[src/rtl/gpio_port_if.sv]
// CPU-side register bus for gpio_port: single-cycle write strobe, combinational read.
interface gpio_port_if #(
    parameter int WIDTH = 8
);
    logic             io_wr;
    logic [2:0]       io_addr;
    logic [WIDTH-1:0] io_wdata;
    logic [WIDTH-1:0] io_rdata;

    modport master (output io_wr, io_addr, io_wdata, input io_rdata);
    modport slave  (input io_wr, io_addr, io_wdata, output io_rdata);
endinterface

[src/rtl/gpio_port.sv]
// General-purpose I/O port: output/direction registers, synchronised inputs, W1C edge status, level irq.
// Optional input debounce filter enabled by defining GPIO_DEBOUNCE_EN.
module gpio_port #(
    parameter int WIDTH           = 8,
    parameter int SYNC_STAGES     = 2,
    parameter int DEBOUNCE_CYCLES = 16
) (
    input  logic             clk,
    input  logic             resetq,
    gpio_port_if.slave       bus,
    input  logic [WIDTH-1:0] pin_in,
    output logic [WIDTH-1:0] pin_out,
    output logic [WIDTH-1:0] pin_oe,
    output logic             irq
);
    localparam logic [2:0] GUARD_N = 3'(SYNC_STAGES + 1);

    logic [WIDTH-1:0] out_q, out_d;
    logic [WIDTH-1:0] dir_q, dir_d;
    logic [WIDTH-1:0] rise_en_q, rise_en_d;
    logic [WIDTH-1:0] fall_en_q, fall_en_d;
    logic [WIDTH-1:0] status_q, status_d;
    logic [WIDTH-1:0] in_prev_q, in_prev_d;
    logic [SYNC_STAGES-1:0][WIDTH-1:0] sync_q, sync_d;
    logic [2:0]       guard_q, guard_d;
    logic [WIDTH-1:0] sync_out;
    logic [WIDTH-1:0] in_filt;
    logic [WIDTH-1:0] w1c;
    logic [WIDTH-1:0] rise_ev;
    logic [WIDTH-1:0] fall_ev;
    logic             edge_en;

    assign sync_out = sync_q[SYNC_STAGES-1];
    assign edge_en  = (guard_q == GUARD_N);

`ifdef GPIO_DEBOUNCE_EN
    localparam int             CW      = $clog2(DEBOUNCE_CYCLES + 1);
    localparam logic [CW-1:0]  DB_LAST = CW'(DEBOUNCE_CYCLES - 1);

    logic [WIDTH-1:0]          filt_q, filt_d;
    logic [WIDTH-1:0][CW-1:0]  cnt_q, cnt_d;

    // A pin must disagree with the filtered value for DEBOUNCE_CYCLES consecutive cycles to flip it.
    always_comb begin
        filt_d = filt_q;
        cnt_d  = cnt_q;
        for (int i = 0; i < WIDTH; i++) begin
            if (sync_out[i] == filt_q[i]) begin
                cnt_d[i] = '0;
            end else if (cnt_q[i] == DB_LAST) begin
                cnt_d[i]  = '0;
                filt_d[i] = sync_out[i];
            end else begin
                cnt_d[i] = cnt_q[i] + 1'b1;
            end
        end
    end

    always_ff @(posedge clk) begin
        if (!resetq) begin
            filt_q <= '0;
            cnt_q  <= '0;
        end else begin
            filt_q <= filt_d;
            cnt_q  <= cnt_d;
        end
    end

    assign in_filt = filt_q;
`else
    logic unused_db;
    assign unused_db = (DEBOUNCE_CYCLES != 0);
    assign in_filt   = sync_out;
`endif

    always_comb begin
        out_d     = out_q;
        dir_d     = dir_q;
        rise_en_d = rise_en_q;
        fall_en_d = fall_en_q;
        if (bus.io_wr) begin
            case (bus.io_addr)
                3'd0: out_d     = bus.io_wdata;
                3'd1: dir_d     = bus.io_wdata;
                3'd3: rise_en_d = bus.io_wdata;
                3'd4: fall_en_d = bus.io_wdata;
                3'd6: out_d     = out_q | bus.io_wdata;
                3'd7: out_d     = out_q & ~bus.io_wdata;
                default: ;
            endcase
        end

        w1c       = (bus.io_wr && bus.io_addr == 3'd5) ? bus.io_wdata : '0;
        rise_ev   = in_filt & ~in_prev_q & rise_en_q & {WIDTH{edge_en}};
        fall_ev   = ~in_filt & in_prev_q & fall_en_q & {WIDTH{edge_en}};
        // New events are ORed in after the clear so a coincident event keeps its bit set.
        status_d  = (status_q & ~w1c) | rise_ev | fall_ev;
        in_prev_d = in_filt;
        sync_d    = {sync_q[SYNC_STAGES-2:0], pin_in};
        guard_d   = edge_en ? guard_q : guard_q + 3'd1;
    end

    always_ff @(posedge clk) begin
        if (!resetq) begin
            out_q     <= '0;
            dir_q     <= '0;
            rise_en_q <= '0;
            fall_en_q <= '0;
            status_q  <= '0;
            in_prev_q <= '0;
            sync_q    <= '0;
            guard_q   <= '0;
        end else begin
            out_q     <= out_d;
            dir_q     <= dir_d;
            rise_en_q <= rise_en_d;
            fall_en_q <= fall_en_d;
            status_q  <= status_d;
            in_prev_q <= in_prev_d;
            sync_q    <= sync_d;
            guard_q   <= guard_d;
        end
    end

    always_comb begin
        case (bus.io_addr)
            3'd0:    bus.io_rdata = out_q;
            3'd1:    bus.io_rdata = dir_q;
            3'd2:    bus.io_rdata = in_filt;
            3'd3:    bus.io_rdata = rise_en_q;
            3'd4:    bus.io_rdata = fall_en_q;
            3'd5:    bus.io_rdata = status_q;
            default: bus.io_rdata = '0;
        endcase
    end

    assign pin_out = out_q;
    assign pin_oe  = dir_q;
    assign irq     = |status_q;
endmodule
[src/flat_wrapper.sv]
// flat-port wrapper written by rule: the top's interface ports become plain ports
module gpio_port_flat 
#(
    parameter int WIDTH           = 8,
    parameter int SYNC_STAGES     = 2,
    parameter int DEBOUNCE_CYCLES = 16
)
  (clk, resetq, pin_in, pin_out, pin_oe, irq, bus_io_wr, bus_io_addr, bus_io_wdata, bus_io_rdata);
  gpio_port_if #(.WIDTH(WIDTH)) bus_i ();
  input  logic clk;
  input  logic resetq;
  input  logic [WIDTH-1:0] pin_in;
  output logic [WIDTH-1:0] pin_out;
  output logic [WIDTH-1:0] pin_oe;
  output logic irq;
  input wire logic [$bits(bus_i.io_wr)-1:0] bus_io_wr;
  input wire logic [$bits(bus_i.io_addr)-1:0] bus_io_addr;
  input wire logic [$bits(bus_i.io_wdata)-1:0] bus_io_wdata;
  output wire logic [$bits(bus_i.io_rdata)-1:0] bus_io_rdata;
  assign bus_i.io_wr = bus_io_wr;
  assign bus_i.io_addr = bus_io_addr;
  assign bus_i.io_wdata = bus_io_wdata;
  assign bus_io_rdata = bus_i.io_rdata;
  gpio_port #(.WIDTH(WIDTH), .SYNC_STAGES(SYNC_STAGES), .DEBOUNCE_CYCLES(DEBOUNCE_CYCLES)) u_core (.clk(clk), .resetq(resetq), .bus(bus_i), .pin_in(pin_in), .pin_out(pin_out), .pin_oe(pin_oe), .irq(irq));
endmodule
[config.mk]
export PLATFORM = sky130hd
export DESIGN_NAME = gpio_port_flat
export DESIGN_NICKNAME = d
export VERILOG_FILES = /design/src/rtl/gpio_port_if.sv /design/src/rtl/gpio_port.sv /design/src/flat_wrapper.sv
export SDC_FILE = /design/constraint.sdc
export NUM_CORES = 1
export LEC_CHECK = 0
export ABC_AREA = 1
export BUFFER_PORTS_ARGS = -buffer_cell sky130_fd_sc_hd__buf_4
export CAP_MARGIN = 5
export CORE_MARGIN = 2
export CORE_UTILIZATION = 56
export DETAILED_ROUTE_END_ITERATION = 12
export PLACE_DENSITY = 0.91
export SLEW_MARGIN = 20
export SYNTH_ARGS = -nofsm -noshare
export SYNTH_HDL_FRONTEND = slang
export SYNTH_SLANG_ARGS = --single-unit
[constraint.sdc]
create_clock -name clk -period 3.5 [get_ports clk]
set_input_delay 0.525 -clock clk [delete_from_list [all_inputs] [get_ports clk]]
set_output_delay 0.525 -clock clk [all_outputs]
set_load 0.01 [all_outputs]
# ---- Word level (Yosys, flattened, before mapping)
# Index checks and enable logic that the tools add are counted.
dict set report classes {
  reduce_logical 8
  muxes 3
  bitwise 15
  n_eq_ne 8
  n_addsub 1
}
# op n
set ops {}
lappend ops {{AND 8 bit} 8}
lappend ops {{case mux 8 bit (6 select lines)} 1}
lappend ops {{inverter 8 bit} 4}
lappend ops {{bitwise OR 8 bit} 3}
lappend ops {{case mux 8 bit (3 select lines)} 1}
lappend ops {{== test 3 bit, second input constant} 4}
lappend ops {{== test 3 x 2 -> 1 bit, second input constant} 3}
lappend ops {{two-way mux 8 bit} 1}
lappend ops {{AND reduction 2 bit} 4}
lappend ops {{OR reduction 8 bit} 1}
lappend ops {{adder 3 x 1 -> 3 bit, second input constant} 1}
lappend ops {{== test 3 x 1 -> 1 bit, second input constant} 1}
lappend ops {{logical NOT 3 bit} 1}
lappend ops {{nonzero test 3 bit} 1}
lappend ops {{logical AND 1 bit} 1}
dict set report totals {
  inputBits 22
  output_inout_bits 25
  elab_cells 44
  regBits 67
}

# ---- Longest topological paths before layout
dict set report logic_depth {
  ltp_word 7
  ltp_mapped 7
  mapped_depth_nobuf 7
}

# ---- Least setup slack after synthesis
# No wires, ideal clock.
dict set report synth_path {
  kind {in2out}
  start {in bus_io_addr[1]}
  end {out bus_io_rdata[1]}
  arrival_ns 1.181
  required_ns 2.975
  slack_ns 1.794
  stages 7
  path_cell_list {nor2_1 -> nand2_1 -> inv_1 -> nand2_1 -> o21ai_0 -> nor2_1 -> nand2_1}
}
dict set report synth_between {
  elab_chain_cells 2
  word_cells_on_any_way 7
}
# item line
set synth_lines {}
lappend synth_lines {{start, declared} flat_wrapper.sv:17} ;# input wire logic [$bits(bus_i.io_addr)-1:0] bus_io_addr;
lappend synth_lines {{== test 3 bit (tied with other cells)} gpio_port.sv:126} ;# case (bus.io_addr)
lappend synth_lines {{case mux 8 bit (6 select lines) (*)} gpio_port.sv:126}
lappend synth_lines {{end, declared} flat_wrapper.sv:19} ;# output wire logic [$bits(bus_i.io_rdata)-1:0] bus_io_rdata;
# Every way passes the cells marked *; elsewhere a longest branch is shown, timed or not.

# ---- Worst setup path after layout
dict set report layout_path {
  start {in bus_io_addr[1]}
  end {out bus_io_rdata[3]}
}
# The elaborated chain is that of the path after synthesis.

==> tab_implementation.tex <==
\begin{tabular}{lr}
\hline
Metric & Value \\
\hline
\multicolumn{2}{l}{\textbf{Critical path}} \\
CP required & 2.97 ns \\
Launching instance or port of the critical path & bus\_io\_addr[1] \\
Worst setup path endpoint & bus\_io\_rdata[3] \\
Maximum fanout count along the critical path & 7 \\
FF-to-FF path depth & 6 \\
Worst flop-to-flop path startpoint & u\_core.guard\_q[0] \\
Data arrival time at the worst-slack endpoint & 1.79 ns \\
Setup slack on the worst flop-to-flop path & 2.05 ns \\
Worst setup EP type & output port \\
Endpoint of the worst register-to-register path & u\_core.status\_q[4] \\
Crit Path Category & in -> out \\
Startpoint kind of the worst setup timing path & primary input \\
\multicolumn{2}{l}{\textbf{Die}} \\
I/O pin cnt & 47 \\
Core footprint & 5040 sq um \\
Die Area & 5740 sq um \\
Die outline width & 75.7 um \\
Die Span Y & 75.7 um \\
Number of placement rows & 26 \\
Starting density of the core & 0.571 \\
\multicolumn{2}{l}{\textbf{Synthesis}} \\
Count of flip-flops with a built-in enable after synthesis & 0 \\
Top cells by instance count after synthesis & nand2\_1, inv\_1, dfxtp\_1 \\
Post-synthesis cell type with the largest combined area & dfxtp\_1 \\
Count leader, synth & nand2\_1 \\
Post-synthesis instance area & 2880 sq um \\
Portion of the post-synthesis area used by sequential elements & 0.465 \\
Async set-or-reset flop fraction in the synthesized netlist & 0 \\
Number of cells produced by synthesis & 413 \\
Most used DFF post-synth & dfxtp\_1 \\
Count of yosys warnings during synthesis & 0 \\
Total of flip-flops plus latches after synthesis & 67 \\
Share of the synthesized area in the top cell type & 0.465 \\
Synth top area cells & dfxtp\_1, nand2\_1, inv\_1, a21oi\_1, o21ai\_0 \\
Avg Inst Size Synth & 6.98 sq um \\
Number of distinct library cells after synthesis & 23 \\
Net count after synthesis & 437 \\
\multicolumn{2}{l}{\textbf{Timing}} \\
Aggregate negative setup slack & 0 ns \\
Worst Hold Margin & 0.365 ns \\
Worst-Margin Slew & 0.637 ns \\
Final setup slack of the worst path & 1.18 ns \\
Shortest period the worst path allows & 2.32 ns \\
Final clock period utilization by the worst path & 0.662 \\
Worst slew slack as a fraction of its limit & 0.573 \\
Maximum clock skew at final layout & 0.00875 ns \\
Final setup violation count & 0 \\
Timing-limited maximum frequency & 0.431 GHz \\
Fin. max-slew vios & 0 \\
Fin. Hold Viols & 0 \\
RSZ-0062 raised after global routing & no \\
\multicolumn{2}{l}{\textbf{Global route}} \\
Wire length of the first global-routing pass & 11.5 mm \\
Pin count of the biggest net entering global routing & 50 \\
Total congestion overflow & 0 \\
Number of antenna violations at the first check in global routing & 0 \\
Vias in the first global route & 2480 \\
Total routing resource utilization after global routing & 0.271 \\
\multicolumn{2}{l}{\textbf{Job}} \\
Max\_cap viols & 0 \\
\multicolumn{2}{l}{\textbf{Route}} \\
Drt via density & 5.37 \\
Via count of the routed design & 2849 \\
DR WL/cell & 13.5 um \\
Final antenna-violating net count & 0 \\
Number of DRC violations after detailed-routing iteration 0 & 332 \\
Remaining design rule violation count & 0 \\
Final WL & 7.14 mm \\
First-pass iteration count of the detailed router & 5 \\
\multicolumn{2}{l}{\textbf{Power}} \\
Lkg Pwr & 1.59 nW \\
Pwr Density & 483 nW/um\^{}2 \\
Highest ir drop seen on vdd & 0.374 mV \\
Total design power & 0.00168 W \\
\multicolumn{2}{l}{\textbf{CTS}} \\
\# Post-CTS Setup Buffers & 0 \\
CTS-repair resized insts & 0 \\
Clock transition at the registers of the reported paths & 0.07 ns \\
H-Tree Depth & 3 \\
Number of clock buffers inserted by TritonCTS & 9 \\
Number of sinks on the clock net & 67 \\
TritonCTS clock tree & done \\
Clock latency of the later-clocked register in the worst-skew pair & 0.34 ns \\
Buffer type at the clock tree root & clkbuf\_8 \\
CTS Hold Bufs & 0 \\
Bufs on Longest Clock Path & 2 \\
\multicolumn{2}{l}{\textbf{Layout}} \\
Area taken by flip-flops and latches & 1340 sq um \\
Layout cells sized above 1 & 0.148 \\
Area added between synthesis and finish & 20.3\% \\
Number of antenna diodes & 0 \\
Number of standard cells in the final layout excluding fillers & 531 \\
Area used by multi-input combinational logic & 1210 sq um \\
Count of fill cells added during filler insertion & 412 \\
Final \#Nets & 480 \\
\multicolumn{2}{l}{\textbf{Place}} \\
Number of cells in the design after placement & 515 \\
Pre-CTS setup slack & 1.30 ns \\
DP Wirelength & 4.96 mm \\
IO Port Bufs & 46 \\
Gp weighted congestion & 0.965 \\
\multicolumn{2}{l}{\textbf{Min path}} \\
Worst Hold Class & in -> reg \\
\multicolumn{2}{l}{\textbf{Outcome}} \\
Result of the run & finished, final reports clean \\
\hline
\end{tabular}
==> how the worst min path moves through the flow <==
stage / start / to / cells past startpoint
after global placement: u_core.sync_d[15] / u_core.in_filt[7] / 2
after floorplan: u_core.sync_d[8] / u_core.in_filt[0] / 2
after CTS: pin_in[7] / u_core.sync_d[15] / 3
after global routing: pin_in[5] / u_core.sync_d[13] / 3
after detailed placement: u_core.sync_d[11] / u_core.in_filt[3] / 2
final: pin_in[5] / u_core.sync_d[13] / 3
==> state kept, by name (all words and copies together) (netlist names) <==
name / cells
u_core.pin_out: 8
u_core.in_prev_q: 8
u_core.fall_en_q: 8
u_core.in_filt: 8
u_core.guard_q: 3
u_core.sync_d: 8
u_core.rise_en_q: 8
u_core.status_q: 8
u_core.pin_oe: 8
==> metrics by stage <==
stage	area, sq um	util
2_1_floorplan	2880	-
3_3_place_gp	3250	0.645
3_5_place_dp	3250	0.645
4_1_cts	3470	0.687
5_1_grt	3470	0.687
6_report	3470	0.687
==> worst max-delay path, cell delays in order <==
cell and delay, ns:
buf_4 0.14, nor2_1 0.25, nand2_1 0.19, inv_1 0.24, nand2_1 0.08, nand2_1 0.09
nor2_1 0.05, nand2_1 0.09, buf_4 0.13
==> routing by layer <==
metal  global-route usage  up-vias  routed length (um)
met3               0.0661       21                 616
met1                0.349     1257                3000
met2                0.420      171                3380
met4                0.140        0                 150
li1                     -     1400                   -
met5                    0        -                   0
==> kinds of logic after synthesis <==
group / Yosys count / share of synthesized area
flip-flops: 67 / 0.465
AND/OR/NAND/NOR: 162 / 0.237
buffers and inverters: 85 / 0.114
XOR/XNOR: 1 / 0.00304
adder cells (fa/ha/maj): 2 / 0.00868
AO/OA/AOI/OAI: 96 / 0.172
==> layout by cell type (no fill, tap or decap) <==
| master | netlist | routed |
|---|---|---|
| a21oi_1 | 47 | 47 |
| a22oi_1 | 2 | 2 |
| a31oi_1 | 1 | 1 |
| buf_4 | 1 | 46 |
| bufinv_16 | 0 | 1 |
| clkbuf_8 | 0 | 12 |
| clkinv_1 | 1 | 1 |
| clkinv_2 | 0 | 2 |
| clkinvlp_4 | 0 | 1 |
| dfxtp_1 | 67 | 67 |
| ha_1 | 2 | 2 |
| inv_1 | 69 | 69 |
| inv_2 | 1 | 1 |
| nand2_1 | 97 | 97 |
| nand2_2 | 1 | 1 |
| nand3_1 | 19 | 19 |
| nand3_2 | 1 | 1 |
| nand4_1 | 8 | 8 |
| nor2_1 | 31 | 31 |
| nor2_2 | 2 | 2 |
| nor3_4 | 1 | 1 |
| nor4_1 | 2 | 2 |
| o21ai_0 | 39 | 39 |
| o22ai_1 | 7 | 7 |
| xor2_1 | 1 | 1 |
==> where the power goes <==
part           internal (W)  leakage, nW  switching [W]
Clock              0.000385        0.108       0.000283
Combinational     0.0000689        0.936       0.000116
Sequential         0.000800        0.547      0.0000220
==> cell type report <==
| type | count | share of cell area |
|---|---|---|
| Clock buffer | 12 | 0.0477 |
| Tap cell | 70 | 0.0253 |
| Timing Repair Buffer | 46 | 0.0996 |
| Sequential cell | 67 | 0.387 |
| Inverter | 71 | 0.0769 |
| Clock inverter | 4 | 0.0137 |
| Multi-Input combinational cell | 261 | 0.350 |
Note: power is estimated with default switching activity, not from simulation.
